### config.mk
export PLATFORM = sky130hd
export DESIGN_NAME = usr_burst_shifter_flat
export DESIGN_NICKNAME = d
export VERILOG_FILES = /design/src/rtl/usr_burst_shifter_if.sv /design/src/rtl/usr_burst_shifter.sv /design/src/flat_wrapper.sv
export SDC_FILE = /design/constraint.sdc
export NUM_CORES = 1
export LEC_CHECK = 0
export CORE_ASPECT_RATIO = 1.1
export CORE_MARGIN = 3
export CORE_UTILIZATION = 50
export DETAILED_ROUTE_END_ITERATION = 7
export DONT_BUFFER_PORTS = 1
export SKIP_LAST_GASP = 1
export SYNTH_ARGS = -nofsm -noshare
export SYNTH_HDL_FRONTEND = slang
export SYNTH_SLANG_ARGS = --single-unit
### constraint.sdc
create_clock -name clk -period 1.8 [get_ports clk]
set_input_delay 0.18 -clock clk [delete_from_list [all_inputs] [get_ports clk]]
set_output_delay 0.18 -clock clk [all_outputs]
set_load 0.05 [all_outputs]
### src/rtl/usr_burst_shifter_if.sv
// Handshake/data bundle for usr_burst_shifter: control and data in, register state and status out.
interface usr_burst_shifter_if #(
   parameter int unsigned WIDTH = 8,
   parameter int unsigned CNT_W = $clog2(WIDTH + 1)
);
   logic [2:0]       mode;
   logic [WIDTH-1:0] d;
   logic             sr_in;
   logic             sl_in;
   logic             burst_start;
   logic [CNT_W-1:0] burst_len;
   logic [WIDTH-1:0] q;
   logic             shout;
   logic             busy;
   logic             done;

   modport master (
      output mode, d, sr_in, sl_in, burst_start, burst_len,
      input  q, shout, busy, done
   );

   modport slave (
      input  mode, d, sr_in, sl_in, burst_start, burst_len,
      output q, shout, busy, done
   );
endinterface

### src/rtl/usr_burst_shifter.sv
// Universal shift register (hold/load/shift/rotate/ashr) with an autonomous burst engine
// that repeats one shift or rotate a latched number of times and pulses done at the end.
module usr_burst_shifter #(
   parameter int unsigned WIDTH = 8,
   parameter int unsigned CNT_W = $clog2(WIDTH + 1)
) (
   input logic              clk,
   input logic              reset,
   usr_burst_shifter_if.slave bus
);

   localparam logic [2:0] ModeHold = 3'b000;
   localparam logic [2:0] ModeShr  = 3'b001;
   localparam logic [2:0] ModeShl  = 3'b010;
   localparam logic [2:0] ModeLoad = 3'b011;
   localparam logic [2:0] ModeRotr = 3'b100;
   localparam logic [2:0] ModeRotl = 3'b101;
   localparam logic [2:0] ModeAshr = 3'b110;

   localparam logic [CNT_W-1:0] CntOne = CNT_W'(1);

   typedef enum logic [0:0] {StIdle, StBurst} state_e;

   state_e           state_q, state_d;
   logic [CNT_W-1:0] cnt_q, cnt_d;
   logic [2:0]       bmode_q, bmode_d;
   logic [WIDTH-1:0] q_q, q_d;
   logic             shout_q, shout_d;
   logic             done_q, done_d;
   logic [2:0]       op;

   function automatic logic is_burst_mode(input logic [2:0] m);
      return (m == ModeShr) || (m == ModeShl) || (m == ModeRotr) ||
             (m == ModeRotl) || (m == ModeAshr);
   endfunction

   // Control: pick which op (if any) is applied this edge and sequence the burst.
   always_comb begin
      state_d = state_q;
      cnt_d   = cnt_q;
      bmode_d = bmode_q;
      done_d  = 1'b0;
      op      = ModeHold;
      unique case (state_q)
         StIdle: begin
            if (bus.burst_start && is_burst_mode(bus.mode)) begin
               bmode_d = bus.mode;
               if (bus.burst_len != '0) begin
                  state_d = StBurst;
                  cnt_d   = bus.burst_len;
               end else begin
                  done_d = 1'b1;
               end
            end else begin
               op = bus.mode;
            end
         end
         StBurst: begin
            op    = bmode_q;
            cnt_d = cnt_q - CntOne;
            if (cnt_q == CntOne) begin
               state_d = StIdle;
               done_d  = 1'b1;
            end
         end
         default: state_d = StIdle;
      endcase
   end

   // Datapath: one-bit move per step; shout keeps its value for hold/load/reserved.
   always_comb begin
      q_d     = q_q;
      shout_d = shout_q;
      unique case (op)
         ModeShr: begin
            q_d     = {bus.sr_in, q_q[WIDTH-1:1]};
            shout_d = q_q[0];
         end
         ModeShl: begin
            q_d     = {q_q[WIDTH-2:0], bus.sl_in};
            shout_d = q_q[WIDTH-1];
         end
         ModeLoad: q_d = bus.d;
         ModeRotr: begin
            q_d     = {q_q[0], q_q[WIDTH-1:1]};
            shout_d = q_q[0];
         end
         ModeRotl: begin
            q_d     = {q_q[WIDTH-2:0], q_q[WIDTH-1]};
            shout_d = q_q[WIDTH-1];
         end
         ModeAshr: begin
            q_d     = {q_q[WIDTH-1], q_q[WIDTH-1:1]};
            shout_d = q_q[0];
         end
         default: begin
            q_d     = q_q;
            shout_d = shout_q;
         end
      endcase
   end

   always_ff @(posedge clk) begin
      if (!reset) begin
         state_q <= StIdle;
         cnt_q   <= '0;
         bmode_q <= ModeHold;
         q_q     <= '0;
         shout_q <= 1'b0;
         done_q  <= 1'b0;
      end else begin
         state_q <= state_d;
         cnt_q   <= cnt_d;
         bmode_q <= bmode_d;
         q_q     <= q_d;
         shout_q <= shout_d;
         done_q  <= done_d;
      end
   end

   assign bus.q     = q_q;
   assign bus.shout = shout_q;
   assign bus.busy  = (state_q == StBurst);
   assign bus.done  = done_q;

endmodule

### src/flat_wrapper.sv
// flat-port wrapper written by rule: the top's interface ports become plain ports
module usr_burst_shifter_flat 
#(
   parameter int unsigned WIDTH = 8,
   parameter int unsigned CNT_W = $clog2(WIDTH + 1)
)
  (clk, reset, bus_mode, bus_d, bus_sr_in, bus_sl_in, bus_burst_start, bus_burst_len, bus_q, bus_shout, bus_busy, bus_done);
  usr_burst_shifter_if #(.WIDTH(WIDTH), .CNT_W(CNT_W)) bus_i ();
  input logic clk;
  input logic reset;
  input wire logic [$bits(bus_i.mode)-1:0] bus_mode;
  input wire logic [$bits(bus_i.d)-1:0] bus_d;
  input wire logic [$bits(bus_i.sr_in)-1:0] bus_sr_in;
  input wire logic [$bits(bus_i.sl_in)-1:0] bus_sl_in;
  input wire logic [$bits(bus_i.burst_start)-1:0] bus_burst_start;
  input wire logic [$bits(bus_i.burst_len)-1:0] bus_burst_len;
  output wire logic [$bits(bus_i.q)-1:0] bus_q;
  output wire logic [$bits(bus_i.shout)-1:0] bus_shout;
  output wire logic [$bits(bus_i.busy)-1:0] bus_busy;
  output wire logic [$bits(bus_i.done)-1:0] bus_done;
  assign bus_i.mode = bus_mode;
  assign bus_i.d = bus_d;
  assign bus_i.sr_in = bus_sr_in;
  assign bus_i.sl_in = bus_sl_in;
  assign bus_i.burst_start = bus_burst_start;
  assign bus_i.burst_len = bus_burst_len;
  assign bus_q = bus_i.q;
  assign bus_shout = bus_i.shout;
  assign bus_busy = bus_i.busy;
  assign bus_done = bus_i.done;
  usr_burst_shifter #(.WIDTH(WIDTH), .CNT_W(CNT_W)) u_core (.clk(clk), .reset(reset), .bus(bus_i));
endmodule
Yosys cells after proc, flatten, opt, wreduce, memory -nomap -nowiden. Index checks and enable logic that the tools add are counted.

Flip-flop bits (word level): 18. Input bits: 20. Output and inout port bits: 11. Word-level logic and storage cells: 53.

Add/sub/neg operators: 1. Equal/unequal tests: 14. Multiplexer cells: 15. Bitwise operators: 2. Reductions and logical operators: 14.

Operator list (count): 8-bit case mux with 6 select lines (1); 3-bit == test, second input constant (6); 3-bit by 2-bit == test with 1-bit output, second input constant (3); 4-bit 2-to-1 mux (2); 4-bit case mux with 2 select lines (1); 3-bit by 1-bit == test with 1-bit output, second input constant (2); 1-bit 2-to-1 mux (6); 1-bit case mux with 2 select lines (3); 3-bit case mux with 2 select lines (1); 2-bit AND reduction (3); 6-bit nonzero test (1); 5-bit nonzero test (1); 4-bit by 1-bit == test with 1-bit output, second input constant (1); 1-bit logical OR (4); 2-bit by 1-bit inequality test with 1-bit output, second input constant (2); 4-bit nonzero test (1); 4-bit by 1-bit subtractor with 4-bit output, second input constant (1); 3-bit 2-to-1 mux (1); 3-bit OR reduction (1); 1-bit inverter (2); 2-bit nonzero test (1); 2-bit OR reduction (1); 1-bit logical AND (1).

Logic depth before layout (Yosys ltp). Gate-level depths: netlist of run 1.

Word-level depth: 11. Gate-level depth with buffers: 7. Gate-level depth less buffers: 6.

Worst setup path before layout of run 1. No wires, ideal clock.

Path type: register to register. Start point: register u_core.state_q (netlist: u_core.bus.busy). End point: register u_core.q_q[0] (netlist: u_core.bus.q[0]). Setup time: 0.125 ns. Arrival: 1.838 ns. Setup slack: -0.163 ns. Stages on the path, launching flop included: 7. Path buffers: 1. Cell sequence: dfxtp_1 buf_4 or4b_4 nand2_4 mux2_4 o32ai_2 a211oi_2.

Cells in the longest elaborated chain, start to end: 4.

Ends and longest elaborated chain: start, declared (line usr_burst_shifter.sv:24) `state_e state_q, state_d;`; start signal, assigned (line usr_burst_shifter.sv:105) `state_q <= StIdle;`; start signal, assigned (line usr_burst_shifter.sv:112) `state_q <= state_d;`; 1-bit inverter (no source line); 3-bit case mux with 2 select lines * (line usr_burst_shifter.sv:44) `unique case (state_q)`; 3-bit == test, or another cell as far along (line usr_burst_shifter.sv:74) `unique case (op)`; 8-bit case mux with 6 select lines or 6-bit nonzero test (tied branches); end signal, assigned (line usr_burst_shifter.sv:115) `q_q <= q_d;`; end, declared (line usr_burst_shifter.sv:27) `logic [WIDTH-1:0] q_q, q_d;`.

Every way passes the cells marked *; elsewhere a longest branch is shown, timed or not. A chain may end at the register's enable or synchronous reset.

Worst setup path in the final report of run 1. Ends and elaborated chain as after synthesis.

==> tab_implementation.tex, run 1 <==
\begin{tabular}{lr}
\hline
Metric & Value \\
\hline
\multicolumn{2}{l}{\textbf{Timing}} \\
\quad Final Hold Viols & 0 \\
\quad Slew Limit Fails & 0 \\
\quad Setup repair after global routing missed its margin & no \\
\quad Slew at the pin with the worst max-slew slack & 0.514 ns \\
\quad Worst max-slew margin expressed relative to the limit & 65.7\% \\
\quad Period utilisation layout & 95.0\% \\
\quad Final critical-path required period & 1.71 ns \\
\quad Clock skew after layout & 0.00351 ns \\
\quad Setup TNS Final & 0 ns \\
\quad Final setup violating endpoints & 0 \\
\quad Highest achievable clock rate & 585 MHz \\
\multicolumn{2}{l}{\textbf{Power}} \\
\quad Power density over the cells & 933 nW/um\^{}2 \\
\quad Worst IR drop on VDD & 518 uV \\
\quad Total chip power & 1.24 mW \\
\quad Leakage power & 0.480 nW \\
\multicolumn{2}{l}{\textbf{Critical path}} \\
\quad Depth of the worst register-to-register path & 5 \\
\quad Arrival @ worst endpoint & 1.89 ns \\
\quad Critical R2R Capture & u\_core.bus.q[0] \\
\quad Worst r2r src & u\_core.bus.busy \\
\quad Classification of the worst setup path & flop to flop \\
\quad Largest stage delay on the critical path & 0.50 ns \\
\quad Peak fanout along the critical path & 13 \\
\quad Crit path launch & u\_core.bus.busy \\
\quad Worst setup SP type & flop \\
\quad Crit path max-delay family & simple AND/OR/NAND/NOR gates \\
\quad Buffering stage count on the worst path with inverters included & 0 \\
\quad R2R Setup Slk & 0.09 ns \\
\quad Critical Path End Type & flop \\
\quad Crit path max-delay cell type & sky130\_fd\_sc\_hd\_\_or4b\_4 \\
\quad Critical Path, Cell by Cell & or4b\_4 -> nand2\_4 -> mux2\_4 -> o32ai\_2 -> a211oi\_2 \\
\quad Critical path required time & 1.98 ns \\
\multicolumn{2}{l}{\textbf{Min path}} \\
\quad Beginning of the worst hold path & reset \\
\quad Hold Crit Class & input pin to flop \\
\quad Hold Path Cell Cnt & 2 \\
\quad Sink of the worst hold path & u\_core.bus.q[4] \\
\multicolumn{2}{l}{\textbf{Synthesis}} \\
\quad Most common cell in the synthesized netlist & sky130\_fd\_sc\_hd\_\_dfxtp\_1 \\
\quad Ys Warns & 0 \\
\quad Count of flip-flops with a built-in enable after synthesis & 0 \\
\quad Synth top cells by count & 18 x sky130\_fd\_sc\_hd\_\_dfxtp\_1, 12 x sky130\_fd\_sc\_hd\_\_a21oi\_1, 10 x sky130\_fd\_sc\_hd\_\_nand2\_1 \\
\quad Ranking of synthesized cells by area & sky130\_fd\_sc\_hd\_\_dfxtp\_1 30\%, sky130\_fd\_sc\_hd\_\_a21oi\_1 4.9\%, sky130\_fd\_sc\_hd\_\_nor3\_2 4.9\% \\
\quad Dominant cell type by area after synthesis & sky130\_fd\_sc\_hd\_\_dfxtp\_1 \\
\quad Part of the Yosys area used for sequential elements & 29.6\% \\
\quad Cell variety after synth & 51 \\
\quad Share of Yosys cell area claimed by the top area cell type & 29.6\% \\
\quad Average size of a mapped cell & 9.03 um\^{}2 \\
\quad Proportion of synthesized flip-flops having asynchronous set or reset & 0\% \\
\quad Total of flip-flops plus latches after synthesis & 18 \\
\quad Post-Synthesis Net Count & 157 \\
\quad Top\_reg\_cell synth & sky130\_fd\_sc\_hd\_\_dfxtp\_1 \\
\quad Number of standard cells after synthesis & 135 \\
\quad Post-Syn Area & 1220 um\^{}2 \\
\multicolumn{2}{l}{\textbf{Die}} \\
\quad Area of the core & 2270 um\^{}2 \\
\quad \# rows & 18 \\
\quad IO Pins & 31 \\
\quad Die area & 3070 um\^{}2 \\
\quad Die height & 57.8 um \\
\quad Initial Utilization & 53.6\% \\
\quad Horiz. Die Dim & 53.1 um \\
\multicolumn{2}{l}{\textbf{Routing}} \\
\quad Number of violations reported at the end of detailed-routing iteration 0 & 43 \\
\quad First-pass iteration count of the detailed router & 4 \\
\quad Vias per Instance & 6.31 \\
\quad Total number of vias & 1091 \\
\quad Post-route antenna net violation count & 0 \\
\quad Sum of routed wire length over all layers & 2850 um \\
\quad Post-detailed-route wirelength per cell & 16.5 um \\
\quad DRC violations left & 0 \\
\multicolumn{2}{l}{\textbf{Finish}} \\
\quad Area Growth Syn to Fin & 9.45\% \\
\quad Final std cells w/o fill & 173 \\
\quad Total number of nets in the final design & 166 \\
\quad Antenna Diode Count & 0 \\
\quad Share of final-layout standard cells stronger than drive strength 1 & 25.2\% \\
\multicolumn{2}{l}{\textbf{GRT}} \\
\quad Total routing usage reported by global routing & 20.8\% \\
\quad Largest net degree at the start of global routing & 14 \\
\quad Via count of the first global-routing pass & 1060 \\
\quad First-pass GRT wire length & 4910 um \\
\quad Number of antenna violations at the first check in global routing & 0 \\
\quad Total gr overflow & 0 \\
\multicolumn{2}{l}{\textbf{Clock tree}} \\
\quad TritonCTS clock tree & done \\
\quad Clock latency at the later pin of the worst-skew pair & 0.29 ns \\
\quad Total clock buffers created by CTS & 3 \\
\quad H-tree depth reported by CTS & 1 \\
\quad Total clock sinks & 18 \\
\quad Root Buffer & sky130\_fd\_sc\_hd\_\_clkbuf\_4 \\
\quad CTS clock-pin slew for the worst setup and hold paths & 0.11 ns \\
\quad Maximum buffer depth of the clock tree & 2 \\
\quad Post-CTS repair timing setup buffer count & 0 \\
\multicolumn{2}{l}{\textbf{Placement}} \\
\quad Number of buffers added on ports & 0 \\
\quad Placer Congestion & 0.825 \\
\quad HPWL after detailed placement & 2120 um \\
\quad Placed Cells & 169 \\
\multicolumn{2}{l}{\textbf{Job}} \\
\quad Number of maximum-capacitance constraint violations & 0 \\
\multicolumn{2}{l}{\textbf{Run status}} \\
\quad Outcome & complete, no violations \\
\hline
\end{tabular}
logic make-up after synthesis:
group	Yosys count	share of synthesized area, %
DFF	18	29.6
xor gates and xnor gates	2	1.44
adders and majority gates	2	2.05
buffers and inverters	11	5.03
AOI/OAI and AO/OA	49	30.9
and+or+nand+nor	47	24.6
muxes	6	6.37
routing by layer:
layer / part of all wire [%] / wire length [um] / vias to the layer above / track usage (%)
met2: 49 / 1400 / 34 / 34.0
met3: 6.4 / 183 / 4 / 4.63
li1: - / - / 535 / -
met5: 0 / 0 / - / 0
met4: 1.2 / 34 / 0 / 6.93
met1: 43 / 1230 / 518 / 26.9
cells in the final DEF, fill, tap and decap left out, types with 3 or more instances in the layout:
master and instances:
sky130_fd_sc_hd__a211oi_1 5, sky130_fd_sc_hd__a21oi_1 12, sky130_fd_sc_hd__a221oi_1 3, sky130_fd_sc_hd__buf_4 11, sky130_fd_sc_hd__clkbuf_4 3, sky130_fd_sc_hd__dfxtp_1 17
sky130_fd_sc_hd__inv_1 3, sky130_fd_sc_hd__mux2i_1 4, sky130_fd_sc_hd__nand2_1 10, sky130_fd_sc_hd__nand2b_1 3, sky130_fd_sc_hd__nand3_1 3, sky130_fd_sc_hd__nor2_1 6
sky130_fd_sc_hd__nor3_1 3, sky130_fd_sc_hd__nor3_2 6, sky130_fd_sc_hd__o22ai_1 6, sky130_fd_sc_hd__o31ai_1 6
how the worst max path moves through the flow:
stage                 endpoint  cells after the start  slack, ns
2_1_floorplan  u_core.bus.q[0]                      6     -0.002
3_3_place_gp   u_core.bus.q[0]                      5       0.13
3_5_place_dp   u_core.bus.q[0]                      5       0.11
4_1_cts        u_core.bus.q[0]                      5       0.09
5_1_grt        u_core.bus.q[0]                      5       0.02
6_report       u_core.bus.q[0]                      5       0.09
through the flow:
stage	utilization [%]	setup slack (ns)	instance area [um^2]	hold slack, ns
final	58.6	0.0909	1330	0.0250
after global routing	58.6	0.0249	1330	0.0102
after CTS	58.6	0.0870	1330	0.0135
after detailed placement	57.0	0.111	1300	0.341
after global placement	57.0	0.134	1300	0.332
after floorplan	-	-0.00235	1230	0.327
timing repair:
action                                  4_1_cts  5_1_grt
endpoints found under the hold margin         0        0
hold buffers                                  0        0
gates resized for setup                       0        1
endpoints found under the setup margin        0        5
area by class of cell:
type	instances	area [um^2]
Fill cell	229	941
Multi-Input combinational cell	106	798
Sequential cell	18	364
Timing Repair Buffer	11	82.6
Tap cell	30	37.5
Clock buffer	4	36.3
Inverter	4	15.0
flip-flops by register name (all words and copies together) (netlist names):
register	flops
u_core.bmode_q	3
u_core.cnt_q	4
u_core.bus.shout	1
u_core.bus.busy	1
u_core.bus.q	8
u_core.bus.done	1
report_power, final:
group / total (mW) / internal, mW / leakage, nW / switching [mW]
combinational: 0.465 / 0.181 / 0.309 / 0.284
clock: 0.255 / 0.123 / 0.0210 / 0.132
sequential: 0.524 / 0.450 / 0.150 / 0.0748
total: 1.24 / 0.754 / 0.480 / 0.491
(Power assumes the default switching activity.)
==> run 2: changes to the inputs <==
Settings changed: CELL_PAD_IN_SITES_DETAIL_PLACEMENT from default to 0, CELL_PAD_IN_SITES_GLOBAL_PLACEMENT from default to 1, CORE_UTILIZATION 50 to 46, PLACE_DENSITY_LB_ADDON from default to 0.1.
==> run 2 against run 1 <==
  * Critical path depth did not move
  * Combinational power barely moved
  * Flip-flop and latch count did not move
  * Hold slack got worse by 0.0051 ns
  * Total power rose by 0.37%
  * Via count fell by 1.4%
  * Non-clock buffer count did not move
  * Clock skew barely moved
==> tab_implementation.tex, run 2 (synthesized netlist as in run 1, its figures left out) <==
\begin{tabular}{lr}
\hline
Metric & Value \\
\hline
\multicolumn{2}{l}{\textbf{Power}} \\
\quad Power density over the cells & 937 nW/um\^{}2 \\
\quad Total chip power & 1.25 mW \\
\quad Worst IR drop on VDD & 650 uV \\
\quad Leakage power & 0.480 nW \\
\multicolumn{2}{l}{\textbf{Clock tree}} \\
\quad Post-CTS Hold Fix Bufs & 0 \\
\quad CTS clock-pin slew for the worst setup and hold paths & 0.11 ns \\
\quad Post-CTS repair timing setup buffer count & 0 \\
\quad Maximum buffer depth of the clock tree & 2 \\
\quad TritonCTS clock tree & done \\
\quad Root Buffer & sky130\_fd\_sc\_hd\_\_clkbuf\_4 \\
\quad Total clock sinks & 18 \\
\quad Clock latency at the later pin of the worst-skew pair & 0.29 ns \\
\quad H-tree depth reported by CTS & 1 \\
\quad Total clock buffers created by CTS & 3 \\
\multicolumn{2}{l}{\textbf{Placement}} \\
\quad Pre-CTS setup slack & 0.0968 ns \\
\quad HPWL after detailed placement & 2210 um \\
\quad Placed Cells & 169 \\
\quad Number of buffers added on ports & 0 \\
\quad Placer Congestion & 0.801 \\
\multicolumn{2}{l}{\textbf{Die}} \\
\quad Die area & 3300 um\^{}2 \\
\quad Die height & 60.0 um \\
\quad \# rows & 18 \\
\quad Horiz. Die Dim & 55.1 um \\
\quad Area of the core & 2390 um\^{}2 \\
\quad IO Pins & 31 \\
\quad Initial Utilization & 51.0\% \\
\multicolumn{2}{l}{\textbf{Finish}} \\
\quad Final std cells w/o fill & 173 \\
\quad Filler cell count & 250 \\
\quad Number of flip-flops under the largest register name & 8 \\
\quad Share of final-layout standard cells stronger than drive strength 1 & 25.2\% \\
\quad Total number of nets in the final design & 166 \\
\quad Area Growth Syn to Fin & 9.45\% \\
\quad Top library cells by usage in the layout, fill and taps aside & 17 x sky130\_fd\_sc\_hd\_\_dfxtp\_1, 12 x sky130\_fd\_sc\_hd\_\_a21oi\_1, 11 x sky130\_fd\_sc\_hd\_\_buf\_4, 10 x sky130\_fd\_sc\_hd\_\_nand2\_1 \\
\quad Antenna Diode Count & 0 \\
\quad Most common library cell in the layout ignoring fill and taps & sky130\_fd\_sc\_hd\_\_dfxtp\_1 \\
\multicolumn{2}{l}{\textbf{Routing}} \\
\quad DRC violations left & 0 \\
\quad Number of violations reported at the end of detailed-routing iteration 0 & 35 \\
\quad Post-route antenna net violation count & 0 \\
\quad Total number of vias & 1076 \\
\quad First-pass iteration count of the detailed router & 4 \\
\quad Post-detailed-route wirelength per cell & 17.0 um \\
\quad Vias per Instance & 6.22 \\
\quad Sum of routed wire length over all layers & 2940 um \\
\multicolumn{2}{l}{\textbf{Timing}} \\
\quad Highest achievable clock rate & 587 MHz \\
\quad Final setup violating endpoints & 0 \\
\quad Setup repair after global routing missed its margin & no \\
\quad Final critical-path required period & 1.70 ns \\
\quad Hold Slack & 0.0199 ns \\
\quad Slew at the pin with the worst max-slew slack & 0.509 ns \\
\quad Setup TNS Final & 0 ns \\
\quad Period utilisation layout & 94.7\% \\
\quad Slew Limit Fails & 0 \\
\quad Clock skew after layout & 0.00371 ns \\
\quad Worst max-slew margin expressed relative to the limit & 66.0\% \\
\quad Final Hold Viols & 0 \\
\quad Final Worst Setup Slack & 0.0963 ns \\
\multicolumn{2}{l}{\textbf{Min path}} \\
\quad Hold Path Cell Cnt & 2 \\
\quad Sink of the worst hold path & u\_core.bus.q[4] \\
\quad Beginning of the worst hold path & reset \\
\quad Hold Crit Class & input pin to flop \\
\multicolumn{2}{l}{\textbf{GRT}} \\
\quad Total routing usage reported by global routing & 19.9\% \\
\quad Total gr overflow & 0 \\
\quad Number of antenna violations at the first check in global routing & 0 \\
\quad First-pass GRT wire length & 4820 um \\
\quad Largest net degree at the start of global routing & 14 \\
\quad Via count of the first global-routing pass & 1051 \\
\multicolumn{2}{l}{\textbf{Job}} \\
\quad Number of maximum-capacitance constraint violations & 0 \\
\multicolumn{2}{l}{\textbf{Critical path}} \\
\quad Peak fanout along the critical path & 13 \\
\quad Classification of the worst setup path & flop to flop \\
\quad Critical R2R Capture & u\_core.bus.q[0] \\
\quad Critical path required time & 1.98 ns \\
\quad Worst setup SP type & flop \\
\quad Crit path launch & u\_core.bus.busy \\
\quad Worst r2r src & u\_core.bus.busy \\
\quad Depth of the worst register-to-register path & 5 \\
\quad Arrival @ worst endpoint & 1.89 ns \\
\quad Critical Path End Type & flop \\
\quad R2R Setup Slk & 0.1 ns \\
\multicolumn{2}{l}{\textbf{Run status}} \\
\quad Outcome & complete, no violations \\
\hline
\end{tabular}
[run 2: stage by stage]
step | area, um^2 | utilization, %
2_1_floorplan | 1230 | -
3_3_place_gp | 1300 | 54.3
3_5_place_dp | 1300 | 54.3
4_1_cts | 1330 | 55.8
5_1_grt | 1330 | 55.9
6_report | 1330 | 55.9
[run 2: cell type report]
cell class | instances | area [um^2] | share of cell area (%)
repair buffers | 11 | 82.6 | 6.19
multi-input cells | 106 | 798 | 59.8
flip-flops and latches | 18 | 364 | 27.3
clock buffers | 4 | 36.3 | 2.72
inverters | 4 | 15.0 | 1.13
well taps | 30 | 37.5 | 2.81
[run 2: per-layer routing]
layer | track usage (%) | vias up | wire length (um)
li1 | - | 537 | -
met1 | 25.4 | 506 | 1280
met2 | 32.4 | 31 | 1480
met3 | 3.49 | 2 | 164
met4 | 8.33 | 0 | 15
met5 | 0 | - | 0
[run 2: worst max-delay path, stage by stage (launching register included)]
cell,delay (ns)
sky130_fd_sc_hd__dfxtp_4,0.40
sky130_fd_sc_hd__or4b_4,0.50
sky130_fd_sc_hd__nand2_4,0.11
sky130_fd_sc_hd__mux2_4,0.31
sky130_fd_sc_hd__o32ai_2,0.23
sky130_fd_sc_hd__a211oi_2,0.05
[run 2: worst max-delay path by stage]
stage / endpoint / slack (ns) / cells past startpoint
after floorplan: u_core.bus.q[0] / -0.002 / 6
after global placement: u_core.bus.q[0] / 0.14 / 5
after detailed placement: u_core.bus.q[0] / 0.1 / 5
after CTS: u_core.bus.q[0] / 0.08 / 5
after global routing: u_core.bus.q[0] / 0.02 / 5
final: u_core.bus.q[0] / 0.1 / 5
[run 2: what timing repair did]
| action | CTS | global route |
|---|---|---|
| gates resized for setup | 0 | 1 |
| endpoints found under the hold margin | 0 | 0 |
| endpoints found under the setup margin | 0 | 4 |
[run 2: power by group]
part | internal [mW] | switching (mW)
combinational | 0.181 | 0.287
sequential | 0.450 | 0.0762
clock | 0.123 | 0.132
total | 0.754 | 0.496
==> run 3: changes to the inputs <==
Settings changed: HOLD_SLACK_MARGIN from default to 0.12.
==> run 3 against run 2 <==
  * Critical path depth did not move
  * Global-route usage increased by 0.15 points
  * Routed wire length grew 0.88%
  * Die area did not move
  * Core utilization rose by 1.7 points
  * Register-to-register slack barely moved
  * Clock-buffer cell count did not move
  * Hold slack better by 0.12 ns
  * Final cell count is 2.3% higher
  * Total power increased by 0.69%
  * Critical path type unchanged
  * Highest routed layer unchanged
==> tab_implementation.tex, run 3 (synthesized netlist as in run 1, its figures left out) <==
\begin{tabular}{lr}
\hline
Metric & Value \\
\hline
\multicolumn{2}{l}{\textbf{Routing}} \\
\quad Number of violations reported at the end of detailed-routing iteration 0 & 43 \\
\quad Post-detailed-route wirelength per cell & 16.8 um \\
\quad Post-route antenna net violation count & 0 \\
\quad Vias per Instance & 6.15 \\
\quad First-pass iteration count of the detailed router & 4 \\
\quad Total number of vias & 1088 \\
\quad DRC violations left & 0 \\
\quad Sum of routed wire length over all layers & 2970 um \\
\multicolumn{2}{l}{\textbf{Run status}} \\
\quad Outcome & complete, no violations \\
\multicolumn{2}{l}{\textbf{Timing}} \\
\quad Setup repair after global routing missed its margin & no \\
\quad Period utilisation layout & 94.6\% \\
\quad Slew Limit Fails & 0 \\
\quad Final critical-path required period & 1.70 ns \\
\quad Final Hold Viols & 0 \\
\quad Clock skew after layout & 0.000666 ns \\
\quad Highest achievable clock rate & 587 MHz \\
\quad Hold Slack & 0.142 ns \\
\quad Slew at the pin with the worst max-slew slack & 0.520 ns \\
\quad Worst max-slew margin expressed relative to the limit & 65.3\% \\
\quad Final setup violating endpoints & 0 \\
\multicolumn{2}{l}{\textbf{Min path}} \\
\quad Beginning of the worst hold path & bus\_d[4] \\
\quad Hold Crit Class & input pin to flop \\
\quad Hold Path Cell Cnt & 2 \\
\quad Sink of the worst hold path & u\_core.bus.q[4] \\
\multicolumn{2}{l}{\textbf{Critical path}} \\
\quad Classification of the worst setup path & flop to flop \\
\quad Arrival @ worst endpoint & 1.89 ns \\
\quad Critical R2R Capture & u\_core.bus.q[0] \\
\quad Worst r2r src & u\_core.bus.busy \\
\quad Critical path required time & 1.98 ns \\
\quad R2R Setup Slk & 0.1 ns \\
\quad Peak fanout along the critical path & 13 \\
\quad Depth of the worst register-to-register path & 5 \\
\quad Critical Path End Type & flop \\
\quad Worst setup SP type & flop \\
\multicolumn{2}{l}{\textbf{Power}} \\
\quad Power density over the cells & 916 nW/um\^{}2 \\
\quad Total chip power & 1.26 mW \\
\quad Worst IR drop on VDD & 660 uV \\
\quad Clk network pwr share & 20.3\% \\
\quad Flop pwr share & 41.8\% \\
\quad Share of power burned in combinational logic & 37.9\% \\
\quad Reported net switching power & 0.499 mW \\
\quad Leakage power & 0.496 nW \\
\quad Total internal power & 0.759 mW \\
\quad Switching share of power & 39.6\% \\
\multicolumn{2}{l}{\textbf{Finish}} \\
\quad Number of flip-flops under the largest register name & 8 \\
\quad Area Growth Syn to Fin & 12.7\% \\
\quad Final cell utilization of the core & 57.5\% \\
\quad Total number of nets in the final design & 170 \\
\quad Antenna Diode Count & 0 \\
\quad Filler cell count & 248 \\
\quad Share of final-layout standard cells stronger than drive strength 1 & 24.5\% \\
\quad Top library cells by usage in the layout, fill and taps aside & 17 x sky130\_fd\_sc\_hd\_\_dfxtp\_1, 12 x sky130\_fd\_sc\_hd\_\_a21oi\_1, 11 x sky130\_fd\_sc\_hd\_\_buf\_4, 10 x sky130\_fd\_sc\_hd\_\_nand2\_1 \\
\quad Most common library cell in the layout ignoring fill and taps & sky130\_fd\_sc\_hd\_\_dfxtp\_1 \\
\multicolumn{2}{l}{\textbf{Die}} \\
\quad Die height & 60.0 um \\
\quad IO Pins & 31 \\
\quad \# rows & 18 \\
\quad Horiz. Die Dim & 55.1 um \\
\quad Initial Utilization & 51.0\% \\
\quad Area of the core & 2390 um\^{}2 \\
\quad Die area & 3300 um\^{}2 \\
\multicolumn{2}{l}{\textbf{Clock tree}} \\
\quad Root Buffer & sky130\_fd\_sc\_hd\_\_clkbuf\_4 \\
\quad Total clock buffers created by CTS & 3 \\
\quad TritonCTS clock tree & done \\
\quad Maximum buffer depth of the clock tree & 2 \\
\quad Clock latency at the later pin of the worst-skew pair & 0.29 ns \\
\quad CTS clock-pin slew for the worst setup and hold paths & 0.11 ns \\
\quad Post-CTS repair timing setup buffer count & 0 \\
\quad Total clock sinks & 18 \\
\quad H-tree depth reported by CTS & 1 \\
\multicolumn{2}{l}{\textbf{GRT}} \\
\quad Total routing usage reported by global routing & 20.1\% \\
\quad Number of antenna violations at the first check in global routing & 0 \\
\quad Largest net degree at the start of global routing & 14 \\
\quad Total gr overflow & 0 \\
\quad First-pass GRT wire length & 4870 um \\
\quad Via count of the first global-routing pass & 1063 \\
\multicolumn{2}{l}{\textbf{Placement}} \\
\quad Number of buffers added on ports & 0 \\
\quad HPWL after detailed placement & 2210 um \\
\quad Placer Congestion & 0.801 \\
\multicolumn{2}{l}{\textbf{Job}} \\
\quad Number of maximum-capacitance constraint violations & 0 \\
\hline
\end{tabular}
==> run 3: cell count changes in the layout (fill, tap and decap cells not counted), sizes merged <==
cell / change
dlygate4sd3: +4
==> run 3: what timing repair did <==
| item | in CTS | in global routing |
|---|---|---|
| setup endpoints to repair | 0 | 4 |
| gates resized for setup | 0 | 1 |
| hold buffers | 4 | 0 |
| endpoints found under the hold margin | 11 | 0 |
==> run 3: worst max path at each step <==
stage	slack (ns)	cells past startpoint	start	to
final	0.1	5	u_core.bus.busy	u_core.bus.q[0]
after global routing	0.02	5	u_core.bus.busy	u_core.bus.q[0]
after CTS	0.08	5	u_core.bus.busy	u_core.bus.q[0]
after detailed placement	0.1	5	u_core.bus.busy	u_core.bus.q[0]
after global placement	0.14	5	u_core.bus.busy	u_core.bus.q[0]
after floorplan	-0.002	6	u_core.bus.busy	u_core.bus.q[0]
==> run 3: power groups by stage <==
| stage | Combinational (mW) | Clock (mW) | Sequential [mW] |
|---|---|---|---|
| CTS | 0.479 | 0.266 | 0.526 |
| floorplan | 0.280 | 0 | 0.625 |
| global route | 0.520 | 0.273 | 0.536 |
| detailed placement | 0.469 | 0 | 0.534 |
| global placement | 0.463 | 0 | 0.533 |
| finish | 0.477 | 0.255 | 0.526 |
==> run 3: worst max-delay path, stage by stage (launching register included) <==
cell and delay [ns]:
sky130_fd_sc_hd__dfxtp_4 0.40, sky130_fd_sc_hd__or4b_4 0.50, sky130_fd_sc_hd__nand2_4 0.11, sky130_fd_sc_hd__mux2_4 0.31, sky130_fd_sc_hd__o32ai_2 0.23, sky130_fd_sc_hd__a211oi_2 0.05
==> run 3: layout make-up <==
class | instances | area (um^2) | share of cell area [%]
clock buffer | 4 | 36.3 | 2.64
inverter | 4 | 15.0 | 1.09
multi-input combinational | 106 | 798 | 58.1
sequential | 18 | 364 | 26.5
tap | 30 | 37.5 | 2.73
timing repair buffer | 15 | 123 | 8.93
==> run 3: through the flow <==
| stage | setup WS, ns | instance area [um^2] | setup TNS (ns) | std cells |
|---|---|---|---|---|
| after floorplan | -0.00235 | 1230 | -0.00235 | 135 |
| after global placement | 0.136 | 1300 | 0 | 169 |
| after detailed placement | 0.0968 | 1300 | 0 | 169 |
| after CTS | 0.0833 | 1370 | 0 | 177 |
| after global routing | 0.0228 | 1370 | 0 | 177 |
| final | 0.0963 | 1370 | 0 | 177 |
==> run 3: routing by layer <==
metal / up-vias / track usage, % / routed length, um
met4: 0 / 9.03 / 14
met5: - / 0 / 0
met1: 519 / 25.3 / 1300
met2: 26 / 32.4 / 1490
met3: 2 / 3.99 / 162
li1: 541 / - / -
